==> src/rtl/fifo_sync_param.sv <==
// Parametrised synchronous first-word-fall-through FIFO with occupancy count,
// programmable almost-full/almost-empty flags, flush and sticky error flags.
module fifo_sync_param #(
  parameter int WIDTH    = 8,
  parameter int DEPTH    = 4,
  parameter int AF_LEVEL = DEPTH - 1,
  parameter int AE_LEVEL = 1
) (
  input  logic                     clk,
  input  logic                     reset,
  input  logic                     enable,
  input  logic                     outputFinished,
  input  logic                     flush,
  input  logic                     clearErr,
  input  logic [WIDTH-1:0]         dataIn,
  output logic [WIDTH-1:0]         dataOut,
  output logic                     fifoFull,
  output logic                     fifoEmpty,
  output logic                     almostFull,
  output logic                     almostEmpty,
  output logic [$clog2(DEPTH):0]   count,
  output logic                     overflow,
  output logic                     underflow
);

  localparam int AW = $clog2(DEPTH);
  localparam int CW = AW + 1;

  logic [WIDTH-1:0] r_mem [DEPTH];
  logic [AW-1:0]    r_wrPtr;
  logic [AW-1:0]    r_rdPtr;
  logic [CW-1:0]    r_count;
  logic             r_overflow;
  logic             r_underflow;

  logic w_full;
  logic w_empty;
  logic w_push;
  logic w_pop;
  logic w_pushReject;
  logic w_popReject;

  // Acceptance uses the pre-edge flags; a pop frees the slot a full-FIFO push needs.
  assign w_full       = (r_count == CW'(DEPTH));
  assign w_empty      = (r_count == '0);
  assign w_pop        = outputFinished && !w_empty;
  assign w_push       = enable && (!w_full || w_pop);
  assign w_pushReject = enable && !w_push;
  assign w_popReject  = outputFinished && w_empty;

  always_ff @(posedge clk) begin
    if (!reset && !flush && w_push) begin
      r_mem[r_wrPtr] <= dataIn;
    end
  end

  always_ff @(posedge clk) begin
    if (reset) begin
      r_wrPtr     <= '0;
      r_rdPtr     <= '0;
      r_count     <= '0;
      r_overflow  <= 1'b0;
      r_underflow <= 1'b0;
    end else begin
      if (flush) begin
        r_wrPtr <= '0;
        r_rdPtr <= '0;
        r_count <= '0;
      end else begin
        if (w_push) r_wrPtr <= r_wrPtr + AW'(1);
        if (w_pop)  r_rdPtr <= r_rdPtr + AW'(1);
        case ({w_push, w_pop})
          2'b10:   r_count <= r_count + CW'(1);
          2'b01:   r_count <= r_count - CW'(1);
          default: r_count <= r_count;
        endcase
      end
      // A new error in the same cycle as clearErr must leave the flag set.
      if (clearErr) begin
        r_overflow  <= 1'b0;
        r_underflow <= 1'b0;
      end
      if (!flush && w_pushReject) r_overflow  <= 1'b1;
      if (!flush && w_popReject)  r_underflow <= 1'b1;
    end
  end

  assign dataOut     = r_mem[r_rdPtr];
  assign fifoFull    = w_full;
  assign fifoEmpty   = w_empty;
  assign almostFull  = (r_count >= CW'(AF_LEVEL));
  assign almostEmpty = (r_count <= CW'(AE_LEVEL));
  assign count       = r_count;
  assign overflow    = r_overflow;
  assign underflow   = r_underflow;

endmodule
==> config.mk <==
export PLATFORM = sky130hd
export DESIGN_NAME = fifo_sync_param
export DESIGN_NICKNAME = d
export VERILOG_FILES = /design/src/rtl/fifo_sync_param.sv
export SDC_FILE = /design/constraint.sdc
export NUM_CORES = 1
export LEC_CHECK = 0
export ABC_AREA = 1
export CAP_MARGIN = 5
export CORE_AREA = 2 2 60 62
export CTS_BUF_LIST = sky130_fd_sc_hd__clkbuf_8
export DETAILED_ROUTE_END_ITERATION = 8
export DIE_AREA = 0 0 62 64
export PLACE_DENSITY = 0.88
export SLEW_MARGIN = 20
export SYNTH_ARGS = -nofsm -noshare
export SYNTH_HDL_FRONTEND = slang
export SYNTH_SLANG_ARGS = --single-unit
==> constraint.sdc <==
create_clock -name clk -period 3.15 [get_ports clk]
set_clock_uncertainty 0.1 [all_clocks]
set_input_delay 0.63 -clock clk [delete_from_list [all_inputs] [get_ports clk]]
set_output_delay 0.63 -clock clk [all_outputs]
set_load 0.01 [all_outputs]
==> After elaboration in Yosys (flattened, before gate mapping) <==
Memory sizes are Yosys's and may differ from the RTL's. A register that Yosys moved wholly into a read port is not among the register bits.
Cells that the tools add are included.
{ "op_classes": {"n_reduce_logical": 19, "n_addsub": 4, "n_bitwise": 0, "eq_ne": 3, "n_mul": 0, "muxes": 8, "div": 0, "order_cmp": 2, "shifts": 0} }
{ "ops": {"columns": ["op", "n"], "rows": [
  ["logical AND 1 bit", 8],
  ["case mux 3 bit (2 select lines)", 1],
  ["nonzero test 2 bit", 3],
  ["logical NOT 1 bit", 5],
  ["two-way mux 1 bit", 5],
  ["adder 2 x 1 -> 2 bit, second input constant", 2],
  ["two-way mux 2 bit", 2],
  ["adder 3 x 1 -> 3 bit, second input constant", 1],
  ["== test 3 bit, second input constant", 1],
  ["greater-or-equal comparator 3 x 2 -> 1 bit, second input constant", 1],
  ["less-or-equal comparator 3 x 1 -> 1 bit, second input constant", 1],
  ["logical NOT 3 bit", 1],
  ["subtractor 3 x 1 -> 3 bit, second input constant", 1],
  ["== test 2 x 1 -> 1 bit, second input constant", 1],
  ["== test 2 bit, second input constant", 1],
  ["OR reduction 2 bit", 1],
  ["logical OR 1 bit", 1]
]} }
{ "word_totals": {"mem_bits_rw": 32, "rom_bits": 0, "output_inout_bits": 17, "latch_bits": 0, "regBits": 9, "mem_count": 1} }
{ "mem_list": {"columns": ["memory", "depth", "width", "rd", "rd_clocked_by_memory_dff", "wr", "line_no", "rtl"], "rows": [
  ["r_mem", 4, 8, 1, 1, 1, "29", "logic [WIDTH-1:0] r_mem [DEPTH];"]
]} }

==> Depth between registers and ports, before layout <==
Gate-level depths: netlist (run 1).
{ "logic_depth": {"depth_word": 9, "depth_mapped": 8, "depth_no_buf": 8} }

==> Worst setup path before layout (run 1) <==
Ideal clock, no wire load.
{ "synth_path": {"kind": "register to register", "start": "reg r_count[0] (netlist: count[0])", "end": "mem r_mem[0][0], enable pin", "t_arrival_ns": 1.517, "period_less_slack_ns": 1.987, "path_stages_with_launch": 8, "slack_ns": 1.163, "path_cell_list": "dfxtp_1 inv_1 ha_1 nand3_2 nand2_2 inv_2 nand2_1 nor2_1"} }
{ "synth_via": {"elab_chain_len": 8} }
{ "synth_rtl": {"columns": ["item", "line_no", "rtl"], "rows": [
  ["from (decl)", "32", "logic [CW-1:0] r_count;"],
  ["from (signal assigned)", "73", "2'b10: r_count <= r_count + CW'(1);"],
  ["from (signal assigned)", "74", "2'b01: r_count <= r_count - CW'(1);"],
  ["from (signal assigned)", "75", "default: r_count <= r_count;"],
  ["logical NOT 3 bit", "45", "assign w_empty = (r_count == '0);"],
  ["logical NOT 1 bit", "46", "assign w_pop = outputFinished && !w_empty;"],
  ["logical AND 1 bit", "46", null],
  ["logical OR 1 bit (*)", "47", "assign w_push = enable && (!w_full || w_pop);"],
  ["logical AND 1 bit (*)", "47", null],
  ["logical AND 1 bit (*)", "52", "if (!reset && !flush && w_push) begin"],
  ["two-way mux 1 bit (*)", "52", null],
  ["two-way mux 1 bit (not written as such) (*)", "53", "r_mem[r_wrPtr] <= dataIn;"],
  ["to (decl)", "29", null]
]} }
Mark *: on every way between the ends. The rest lies on a longest branch, timed or not.

==> impl_metrics.ini, run 1 <==
[synth]
synthCells = 162
synth_top_cells_by_area = edfxtp_1 (52%), dfxtp_1 (12%), ha_1 (6.1%)
postSynthAreaPerCell_um2 = 11.4
synth_simple_gate_area_frac = 0.119
synth_compound_gate_area_share = 0.111
synth_top_family_by_area = simple AND/OR/NAND/NOR gates
synth.mux.area_fraction = 0
synth.ff_latch_count = 43
synth.largest_area_cell = edfxtp_1
synth-edff-count = 32
distinct_cells_synth = 24
synth_xor_area_frac = 0.00950
ys.warnings.count = 0
proportion_of_netlist_area_held_by_the_largest_area_contributor = 0.521
synth.net_count = 185
synthAdderAreaFrac = 0.0611
async_reset_ff_frac = 0
yosys_most_used_dff = edfxtp_1
proportion_of_synthesized_chip_area_in_sequential_cells = 0.640
post_synth_instance_area_um2 = 1840

[floorplan]
dieArea_um2 = 3970
fp.coreArea_um2 = 3280
initial_utilization = 0.562
ios = 31
die_h_um = 64
fp.dieW_um = 62
std_cell_rows = 21

[drt]
wl_per_cell_um = 13.8
total_number_of_vias = 1266
first_iter_violations = 81
finalWirelength_um = 3370
drc_errors = 0
postRouteAntennaNets = 0
via_per_inst = 5.19
drt_first_pass_iters = 5

[worst_setup_path]
cp.required_ns = 2.42
timing.critical_path.slowest_cell_delay_ns = 0.66
worstSetupEndpointType = output pin
worstPathArrival_ns = 2.02
setup.worst_path.class = reg -> out
critical_path.max_fanout = 17
crit_path_cell_trace = inv_2 -> o21ai_0 -> o22ai_1 -> clkdlybuf4s50_1
cp_slowest_cell = dfxtp_1
worstSetupStartpointType = flip-flop

[sta]
timing.slew.headroom = 0.538
highest_clock_frequency_the_design_can_meet_mhz = 364
fin_setup_tns_ns = 0
grt_setup_unrepaired = no
layout_worst_path_cycle_share = 0.872
finalHoldViolations = 0
worst_slack_ns = 0.404
final_period_minus_worst_setup_slack_ns = 2.75
max_slew.worst_pin.slew_ns = 0.691
report.final.setup_viol = 0
finalMaxSlewViolations = 0
holdWs_ns = 0.387

[global_routing]
grt_max_degree = 18
grt_pass1_wl_um = 5580
antenna_violations_before_repair = 0
grt_util_all_layers = 0.197
first_global_vias = 1261
gr-total-overflow = 0

[clock_network]
cts.reportedPaths.clkPinSlew_ns = 0.07
htreeDepth = 2
clock_sinks = 43
cts.root.buffer_cell = clkbuf_8
clock_tree.buffer_depth = 2
cts_setup_buffers = 0
ctsHoldBuffers = 0
clkLatencyLatePin_ns = 0.29
clock_tree_from_tritoncts = built
cts_buffers = 5
count_of_instances_resized_after_the_clock_tree_is_built = 0

[run_status]
outcome = complete, no violations

[placement]
post-dp-hpwl_um = 2570
place_worst_setup_slack_ns = 0.449
dpl-instance-area_um2 = 2190
dpl.cell_count = 236
finalWeightedCongestion = 0.826
buffer_ports.inserted = 30

[flow_run]
maxCapViolCount = 0

[finish]
antenna_cell_count = 0
postLayoutCellArea_um2 = 2270
final_core_util = 0.692
filler_instances = 256
instances_no_fill = 244
area_growth_pct = 23.2
drive_gt1_frac = 0.101
nNetsFinal = 220

[power_and_ir_drop]
power_per_cell_area_nw_per_um2 = 470
p_leak_nw = 0.827
totalPowerFinal_mw = 1.07
power.ir.vdd_worst_v = 0.000294

[worst_hold_path]
min-delay-path-class = reg -> reg
## where the power goes
group,internal [mW],total (mW),switching (mW)
sequential,0.618,0.627,0.00955
clock,0.150,0.320,0.169
combinational,0.0591,0.121,0.0615
total,0.827,1.07,0.240
## cells by family after synthesis
group | Yosys count
compound gates | 37
xor+xnor | 2
fa+ha+maj | 9
buf+inv | 24
flops | 43
simple gates | 47
## layout make-up
type                       instances  area, µm²  share of cell area
clock inverter                     3       15.0             0.00661
multi-input combinational         95        556               0.244
timing repair buffer              31        308               0.135
clock buffer                       5       68.8              0.0303
tap                               46       57.6              0.0253
inverter                          21       86.3              0.0380
sequential                        43       1180               0.520
## cells in the final DEF (no fill, tap or decap), drive strengths merged
| cell type | n |
|---|---|
| clkbuf | 5 |
| xor2 | 1 |
| dfxtp | 11 |
| a21oi | 7 |
| xnor2 | 1 |
| o21ai | 20 |
| o22ai | 8 |
| nand2 | 12 |
| inv | 21 |
| clkinv | 2 |
| nor2 | 26 |
| edfxtp | 32 |
| ha | 9 |
| buf | 1 |
| clkdlybuf4s50 | 30 |
| clkinvlp | 1 |
| nand3 | 9 |
| o32ai | 1 |
| o31ai | 1 |
## synthesized netlist by cell type (all sizes together) (3+ instances only)
library cell  count
edfxtp           32
nor2             26
inv              21
o21ai            20
nand2            12
dfxtp            11
ha                9
nand3             9
o22ai             8
a21oi             7
buf               3
## sequential cells by signal, indices dropped and copies added (netlist names), named ones only
signal     count
r_wrPtr        2
underflow      1
r_rdPtr        2
overflow       1
r_mem         32
count          3
## worst max-delay path: cells and delay by family, from the launching register on
kind                   cells  cell delay [ns]
DFF                        1             0.66
AOI/OAI and AO/OA          2             0.35
buffers and inverters      2             0.71
## metal layers
metal,global-route usage,vias to the layer above,part of all wire
li1,-,629,-
met1,0.233,579,0.40
met2,0.326,49,0.51
met3,0.0506,9,0.065
met4,0.0878,0,0.026
met5,0,-,0
## path summary, 6_finish.rpt
path	startpoint	endpoint	slack [ns]	cells past startpoint
setup / recovery	flip-flop	dataOut[4]	0.40	4
hold / removal	underflow	underflow	0.39	2
setup reg to reg	count[0]	r_mem[0][6]	0.90	7
hold reg to reg	underflow	underflow	0.39	2
(Power assumes the default switching activity.)
==> inputs of run 2 (changes only) <==
SKIP_LAST_GASP = 1   (was unset)
==> results of run 2 <==
No change in the layout: final DEF, timing and power equal those of run 1.
